**config.mk**
```make
export PLATFORM = sky130hd
export DESIGN_NAME = pdp8_tty
export DESIGN_NICKNAME = d
export VERILOG_FILES = /design/src/rtl/pdp8_tty.sv
export SDC_FILE = /design/constraint.sdc
export NUM_CORES = 1
export LEC_CHECK = 0
export ABC_CLOCK_PERIOD_IN_PS = 4000
export CAP_MARGIN = 30
export CORE_AREA = 2 2 74 76
export CTS_CLUSTER_DIAMETER = 30
export DETAILED_ROUTE_END_ITERATION = 10
export DIE_AREA = 0 0 76 78
export PLACE_DENSITY_LB_ADDON = 0.05
export SKIP_CTS_REPAIR_TIMING = 1
export SLEW_MARGIN = 20
export SYNTH_ARGS = -nofsm -noshare
export SYNTH_HDL_FRONTEND = slang
export SYNTH_SLANG_ARGS = --single-unit
```
**constraint.sdc**
```tcl
create_clock -name clk -period 4 [get_ports clk]
set_input_delay 1.2 -clock clk [delete_from_list [all_inputs] [get_ports clk]]
set_output_delay 1.2 -clock clk [all_outputs]
set_load 0.05 [all_outputs]
```
**src/rtl/pdp8_tty.sv**
```systemverilog
// pdp8_tty: PDP-8 console teletype (keyboard dev 03, printer dev 04) on an 8N1 UART.
// Define TT_KIE_EN to decode 6035 as KIE (interrupt enable from AC[0]).
module pdp8_tty #(
  parameter logic [3:0] EXEC_STATE = 4'd1
) (
  input  logic        clk,
  input  logic        reset,
  input  logic        brgclk,
  input  logic        iot,
  input  logic [3:0]  state,
  input  logic [11:0] mb,
  input  logic [5:0]  io_select,
  input  logic [11:0] io_data_in,
  output logic        io_selected,
  output logic [11:0] io_data_out,
  output logic        io_data_avail,
  output logic        io_interrupt,
  output logic        io_skip,
  input  logic        uart_in,
  output logic        uart_out
);
  localparam logic [1:0] IDLE = 2'd0, START = 2'd1, DATA = 2'd2, STOP = 2'd3;
  logic       kbd, tto, kie, ie, exec, exec_d, commit, send, rx_set, tx_set;
  logic       kbd_flag, tto_flag, rx_prev;
  logic [1:0] rx_s, rx_st, tx_st;
  logic [3:0] rx_cnt, tx_cnt;
  logic [2:0] rx_bit, tx_bit;
  logic [7:0] rx_sh, rxbuf, tx_sh;
  logic       unused;
  assign unused = ^{mb[11:3], io_data_in[11:8]};
  assign kbd = iot & (io_select == 6'o03);
  assign tto = iot & (io_select == 6'o04);
  assign exec = iot & (state == EXEC_STATE);
  // Side effects fire once per IOT, on the first exec cycle only
  assign commit = exec & ~exec_d;
  assign send = commit & tto & mb[2];
`ifdef TT_KIE_EN
  assign kie = kbd & (mb[2:0] == 3'b101);
  always_ff @(posedge clk or posedge reset)
    if (reset) ie <= 1'b1;
    else if (commit & kie) ie <= io_data_in[0];
`else
  assign kie = 1'b0;
  assign ie = 1'b1;
`endif
  assign io_selected = kbd | tto;
  assign io_skip = mb[0] & ((kbd & ~kie & kbd_flag) | (tto & tto_flag));
  assign io_data_avail = kbd & ~kie & (mb[1] | mb[2]);
  assign io_data_out = (kbd & ~kie & mb[2]) ? {4'b0, rxbuf} : 12'd0;
  assign io_interrupt = ie & (kbd_flag | tto_flag);
  assign rx_set = (rx_st == STOP) & brgclk & (rx_cnt == 4'd15) & rx_s[1];
  assign tx_set = (tx_st == STOP) & brgclk & (tx_cnt == 4'd15);
  always_ff @(posedge clk or posedge reset)
    if (reset) exec_d <= 1'b0;
    else exec_d <= exec;
  always_ff @(posedge clk or posedge reset) begin
    if (reset) begin
      rx_s     <= 2'b11;
      rx_prev  <= 1'b1;
      rx_st    <= IDLE;
      rx_cnt   <= 4'd0;
      rx_bit   <= 3'd0;
      rx_sh    <= 8'd0;
      rxbuf    <= 8'd0;
      kbd_flag <= 1'b0;
    end else begin
      rx_s    <= {rx_s[0], uart_in};
      rx_prev <= rx_s[1];
      if (rx_set) kbd_flag <= 1'b1;
      else if (commit & kbd & mb[1] & ~kie) kbd_flag <= 1'b0;
      case (rx_st)
        IDLE: if (rx_prev & ~rx_s[1]) begin
          rx_st  <= START;
          rx_cnt <= 4'd0;
        end
        START: if (brgclk) begin
          rx_cnt <= rx_cnt + 4'd1;
          if (rx_cnt == 4'd7) begin
            rx_st  <= rx_s[1] ? IDLE : DATA;
            rx_cnt <= 4'd0;
            rx_bit <= 3'd0;
          end
        end
        DATA: if (brgclk) begin
          rx_cnt <= rx_cnt + 4'd1;
          if (rx_cnt == 4'd15) begin
            rx_sh  <= {rx_s[1], rx_sh[7:1]};
            rx_bit <= rx_bit + 3'd1;
            if (rx_bit == 3'd7) rx_st <= STOP;
          end
        end
        STOP: if (brgclk) begin
          rx_cnt <= rx_cnt + 4'd1;
          if (rx_cnt == 4'd15) begin
            rx_st <= IDLE;
            if (rx_s[1]) rxbuf <= rx_sh;
          end
        end
      endcase
    end
  end
  always_ff @(posedge clk or posedge reset) begin
    if (reset) begin
      tx_st    <= IDLE;
      tx_cnt   <= 4'd0;
      tx_bit   <= 3'd0;
      tx_sh    <= 8'd0;
      uart_out <= 1'b1;
      tto_flag <= 1'b0;
    end else begin
      if (tx_set) tto_flag <= 1'b1;
      else if (commit & tto & mb[1]) tto_flag <= 1'b0;
      case (tx_st)
        IDLE: if (send) begin
          tx_sh    <= io_data_in[7:0];
          tx_st    <= START;
          tx_cnt   <= 4'd0;
          uart_out <= 1'b0;
        end
        START: if (brgclk) begin
          tx_cnt <= tx_cnt + 4'd1;
          if (tx_cnt == 4'd15) begin
            tx_st    <= DATA;
            tx_bit   <= 3'd0;
            uart_out <= tx_sh[0];
          end
        end
        DATA: if (brgclk) begin
          tx_cnt <= tx_cnt + 4'd1;
          if (tx_cnt == 4'd15) begin
            tx_sh    <= {1'b0, tx_sh[7:1]};
            tx_bit   <= tx_bit + 3'd1;
            uart_out <= (tx_bit == 3'd7) ? 1'b1 : tx_sh[1];
            if (tx_bit == 3'd7) tx_st <= STOP;
          end
        end
        STOP: if (brgclk) begin
          tx_cnt <= tx_cnt + 4'd1;
          if (tx_cnt == 4'd15) tx_st <= IDLE;
        end
      endcase
    end
  end
endmodule

```
==> reports/qor.csv, run 1 <==
metric,value,unit
cellLeakagePower,1.57,nW
fin_tns_setup,0,ps
drc,0,
setup_viol,0,
die_area,5930,sq um
path_clk_slew,90,ps
vias_per_cell,5.42,
die_w,76,um
critPathCaptureType,output port,
n_fill_cell,410,
worstMarginPinSlew,606,ps
irDropWorstVdd,0.000214,V
post-route-min-period,3850,ps
p_sw,0.000554,W
dr.pass1.iters,4,
ys.flop_type,dfrtp_1,
antenna_left,0,
drive_gt1_share,30.7,%
power.internal,0.00100,W
hold_ws,361,ps
nNetsFinal,319,
rows,26,
critPathLaunchType,input pin,
io_pins,56,
maxCapViolCount,0,
avgSynthCellArea,11.4,sq um
seqPwrFrac,46.0,%
drt-initial-drc-count,101,
grt.overflow.total,0,
path_delay_family,simple AND/OR/NAND/NOR gates,
async_flop_share,100,%
synth_seq_area_share,48.0,%
p_per_area,470,nW/um^2
gp_congestion,0.799,
total_power,0.00156,W
hold_path_class,reg -> reg,
antenna_found_initial,0,
rsz0062_at_grt,false,
yosysTopAreaCellShare,43.9,%
post-dp-hpwl,3.45,mm
cts_buffers,5,
required,2800,ps
areaGrowthSynthToFinish,29.2,%
drv_slew,0,
slowest_delay,570,ps
grt_max_degree,38,
yosysWarnings,0,
drt-wirelength-per-cell,14.6,um
hold_violations,0,
fmax,260,MHz
yosys.area.top_type,dfrtp_1,
p_clk_share,18.6,%
place_inst,331,
fp.dieH,78,um
fin_util,65.7,%
path_cells,"dlymetal6s2s_1, or4b_4, buf_6, nand2b_4, a2bb2oi_4, nor2b_2, buf_12",
comb_power_share,35.4,%
critPathKind,in -> out,
start_util,50.8,%
cts-root-buf,clkbuf_8,
yosysUniqueCellTypes,47,
slew_headroom,59.6,%
netlist_top_cells_area,"dfrtp_1 44%, mux2_2 15%, ha_1 5.4%",
cts_buffer_depth,2,
grt_pass1_vias,1789,
syn_area,2560,sq um
h-tree-depth,2,
synth-seq-cells,49,
coreArea,5040,sq um
cts_tree,yes,
finalCritPeriodShare,96.3,%
diodes,0,
cp_slowest_cell,or4b_4,
swShare,35.6,%
cts_sinks,49,
skew,12.1,ps
grt_first_pass_wirelength,8.56,mm
clk_latency,310,ps
syn_inst,224,
cp_num_buf_inv,3,
status,"complete, no violations",
grt_use_total,18.0,%
path_max_fanout,3,
critPathArrivalTime,2650,ps
io_buffers,38,
drt_wl_total,4.96,mm
num_vias,1844,
fin_cells,340,
synth_edf_count,0,
==> cell type report <==
type | instances | area [sq um] | area share [%]
tap | 70 | 87.6 | 2.65
multi-input combinational | 159 | 1310 | 39.7
inverter | 9 | 33.8 | 1.02
timing repair buffer | 45 | 558 | 16.9
clock buffer | 5 | 68.8 | 2.08
clock inverter | 3 | 17.5 | 0.529
sequential | 49 | 1230 | 37.2
==> synthesized netlist by cell type (all sizes together) (4+ instances only) <==
library cell,instances
dfrtp,45
mux2,34
nand2,17
ha,11
o21ai,11
nor2,10
inv,9
nand3,9
and3,8
buf,8
a21oi,6
a22o,6
nor2b,5
dfstp,4
mux2i,4
nand4,4
==> worst register-to-register path, cell delays in order, from the launching register on <==
cell	delay [ps]
dfrtp_1	440
inv_1	110
ha_1	550
mux2i_1	250
a21oi_4	280
mux2_2	370
==> cell usage in the layout (no fill, tap or decap), drive strengths merged, types with 9 or more instances in the layout <==
cell type      Yosys  layout
buf                8      18
clkdlybuf4s50      0      23
dfrtp             45      45
ha                11      11
inv                9       9
mux2              34      34
nand2             17      17
nand3              9       9
nor2              10      10
o21ai             11      11
==> worst paths after layout <==
path / from / to / slack [ps] / cells past startpoint
setup / recovery: io_select[4] / io_skip / 150 / 7
hold / removal: rx_s[0] / rx_s[1] / 360 / 0
setup reg to reg: tx_st[0] / tx_sh[4] / 1890 / 5
hold reg to reg: rx_s[0] / rx_s[1] / 360 / 0
max in group asynchronous: reset / rx_s[0] / 2080 / 3
min in group asynchronous: reset / tx_sh[3] / 1140 / 2
==> power by group through the flow <==
stage	Sequential (W)	Clock (W)	Combinational, W
floorplan	0.000684	0	0.000463
global placement	0.000720	0	0.000537
detailed placement	0.000727	0	0.000550
CTS	0.000717	0.000300	0.000553
global route	0.000734	0.000317	0.000624
finish	0.000716	0.000290	0.000551
==> state kept, by name, summed over array words and instances, names as in the netlist, named ones only <==
name and cells:
kbd_flag 1, uart_out 1, rx_st 1, tx_bit 3
exec_d 1, tx_st 2, rx_s 2, rx_bit 3
tx_sh 8, tto_flag 1, rx_sh 8, rx_cnt 4
rxbuf 8, tx_cnt 4, rx_prev 1
==> metal layers <==
| metal | vias up | GRT usage, % | wire, um |
|---|---|---|---|
| li1 | 886 | - | - |
| met1 | 903 | 25.3 | 2410 |
| met2 | 49 | 26.2 | 2180 |
| met3 | 6 | 5.12 | 305 |
| met4 | 0 | 7.64 | 69 |
| met5 | - | 0 | 0 |
==> cells by family (layout without fill, tap and decap cells) <==
family	after synthesis	count (layout)	share of synthesized area, %
buffers and inverters	19	62	3.56
flip-flops	49	49	48.0
XOR/XNOR	2	2	0.684
multiplexers	38	38	16.5
adder cells (fa/ha/maj)	11	11	5.37
AND/OR/NAND/NOR	71	71	16.4
other	1	4	0.146
AO/OA/AOI/OAI	33	33	9.33
==> through the flow <==
stage	worst slack [ps]	area, sq um
floorplan	36.3	2580
global placement	-181	3140
detailed placement	-185	3140
CTS	-187	3230
global route	83.8	3310
finish	147	3310
Note: power is estimated with default switching activity, not from simulation.
==> run 2: changes to the inputs <==
Settings changed: CELL_PAD_IN_SITES_DETAIL_PLACEMENT set to 1, CELL_PAD_IN_SITES_GLOBAL_PLACEMENT set to 2, CORE_AREA 2 2 74 76 to 2 2 130 69, DIE_AREA 0 0 76 78 to 0 0 132 71.
==> reports/qor.csv, run 2 (synthesis results as in run 1) <==
metric,value,unit,change
post-place-ws,-231,ps,-46.7 ps
drc,0,,unchanged
top_regs,"rx_sh: 8 flops, rxbuf: 8 flops, tx_sh: 8 flops",,
path_max_fanout,5,,+2
cts_tree,yes,,
worst_slack,174,ps,+27.7 ps
required,2800,ps,about the same
critPathArrivalTime,2630,ps,-20 ps
grt_use_total,14.1,%,-4.0 points
grt_pass1_vias,1890,,+5.6%
drt-initial-drc-count,55,,-46%
rows,24,,-7.7%
cp-startpoint,io_select[4],,
rr_worst_depth,5,,unchanged
cts-root-buf,clkbuf_16,,
antenna_left,0,,unchanged
endpoint,io_data_out[0],,
cp.depth,6,,-1
regArea,1230,sq um,unchanged
grt_max_degree,25,,-34%
final_cell_mix,"45 x dfrtp_1, 34 x mux2_2, 23 x clkdlybuf4s50_1",,
drive_gt1_share,31.6,%,+0.88 points
n_fill_cell,892,,+120%
rsz0062_at_grt,false,,
drt_wl_total,6.31,mm,+27%
path_clk_slew,70,ps,-20 ps
p_per_area,500,nW/um^2,+6.4%
cellLeakagePower,1.60,nW,+1.9%
slew_headroom,54.1,%,-5.5 points
io_buffers,38,,unchanged
antenna_found_initial,0,,unchanged
h-tree-depth,2,,unchanged
grt.overflow.total,0,,unchanged
drt-wirelength-per-cell,16.2,um,+11%
areaGrowthSynthToFinish,35.2,%,
multi_input_area,1330,sq um,+1.3%
cts_sinks,49,,unchanged
path_cells,"dlymetal6s2s_1, or4b_4, nor3_4, buf_6, and3_4, buf_12",,
slowest_delay,560,ps,about the same
cts_buffer_depth,2,,unchanged
cp_num_buf_inv,3,,unchanged
io_pins,56,,unchanged
finalCritPeriodShare,95.6,%,-0.69 points
fmax,261,MHz,+0.72%
fin_tns_setup,0,ps,unchanged
post-route-min-period,3830,ps,-27.7 ps
critPathKind,in -> out,,
r2r-start,tx_st[0],,
hold_path_class,reg -> reg,,
grt_first_pass_wirelength,10.2,mm,+19%
setup_viol,0,,unchanged
holdPathStages,0,,unchanged
maxCapViolCount,0,,unchanged
start_util,30.8,%,-20 points
coreArea,8320,sq um,+65%
gp_congestion,0.708,,-11%
post-dp-hpwl,4.58,mm,+33%
path_delay_family,simple AND/OR/NAND/NOR gates,,
critPathCaptureType,output port,,
skew,5.80,ps,-6.35 ps
die_area,9370,sq um,+58%
hold_ws,359,ps,-1.78 ps
die_w,132,um,+74%
r2r-end,tx_sh[4],,
diodes,0,,unchanged
rrSetupSlack,1740,ps,-150 ps
nNetsFinal,321,,+0.63%
irDropWorstVdd,0.000226,V,+5.3%
fp.dieH,71,um,-9.0%
cp_slowest_cell,or4b_4,,
num_vias,1802,,-2.3%
status,"complete, no violations",,
worstMarginPinSlew,688,ps,+82.4 ps
vias_per_cell,4.63,,-15%
drv_slew,0,,unchanged
cts_buffers,5,,unchanged
hold_violations,0,,unchanged
dr.pass1.iters,4,,unchanged
critPathLaunchType,input pin,,
final_common_cell,dfrtp_1,,
clk_latency,290,ps,-20 ps
## run 2: through the flow
stage,cells,utilization [%],area (sq um),total power (W)
3_5_place_dp,380,38.7,3220,0.00132
4_1_cts,388,40.4,3360,0.00175
6_report,389,41.6,3460,0.00173
3_3_place_gp,380,38.7,3220,0.00130
2_1_floorplan,227,-,2580,0.00115
5_1_grt,389,41.6,3460,0.00186
## run 2: how the worst min path moves through the flow
stage                 start      end
floorplan           rx_s[0]  rx_s[1]
global placement    rx_s[0]  rx_s[1]
detailed placement  rx_s[0]  rx_s[1]
CTS                 rx_s[0]  rx_s[1]
global route        rx_s[0]  rx_s[1]
finish              rx_s[0]  rx_s[1]
## run 2: power by group
part / leakage, nW / internal (W) / switching, W
logic: 0.898 / 0.000278 / 0.000301
clock network: 0.0671 / 0.000234 / 0.000196
registers: 0.632 / 0.000608 / 0.000117
## run 2: final cells by class
class / count / area share, %
tap: 117 / 4.23
sequential: 49 / 35.5
timing repair buffer: 47 / 16.6
multi-input combinational: 159 / 38.4
inverter: 9 / 0.975
clock buffer: 6 / 3.72
clock inverter: 2 / 0.470
## run 2: metal layers
metal / part of all wire, % / track usage (%)
met1: 55 / 21.8
met2: 40 / 19.0
met3: 3.3 / 3.58
met4: 1.1 / 3.99
met5: 0 / 0
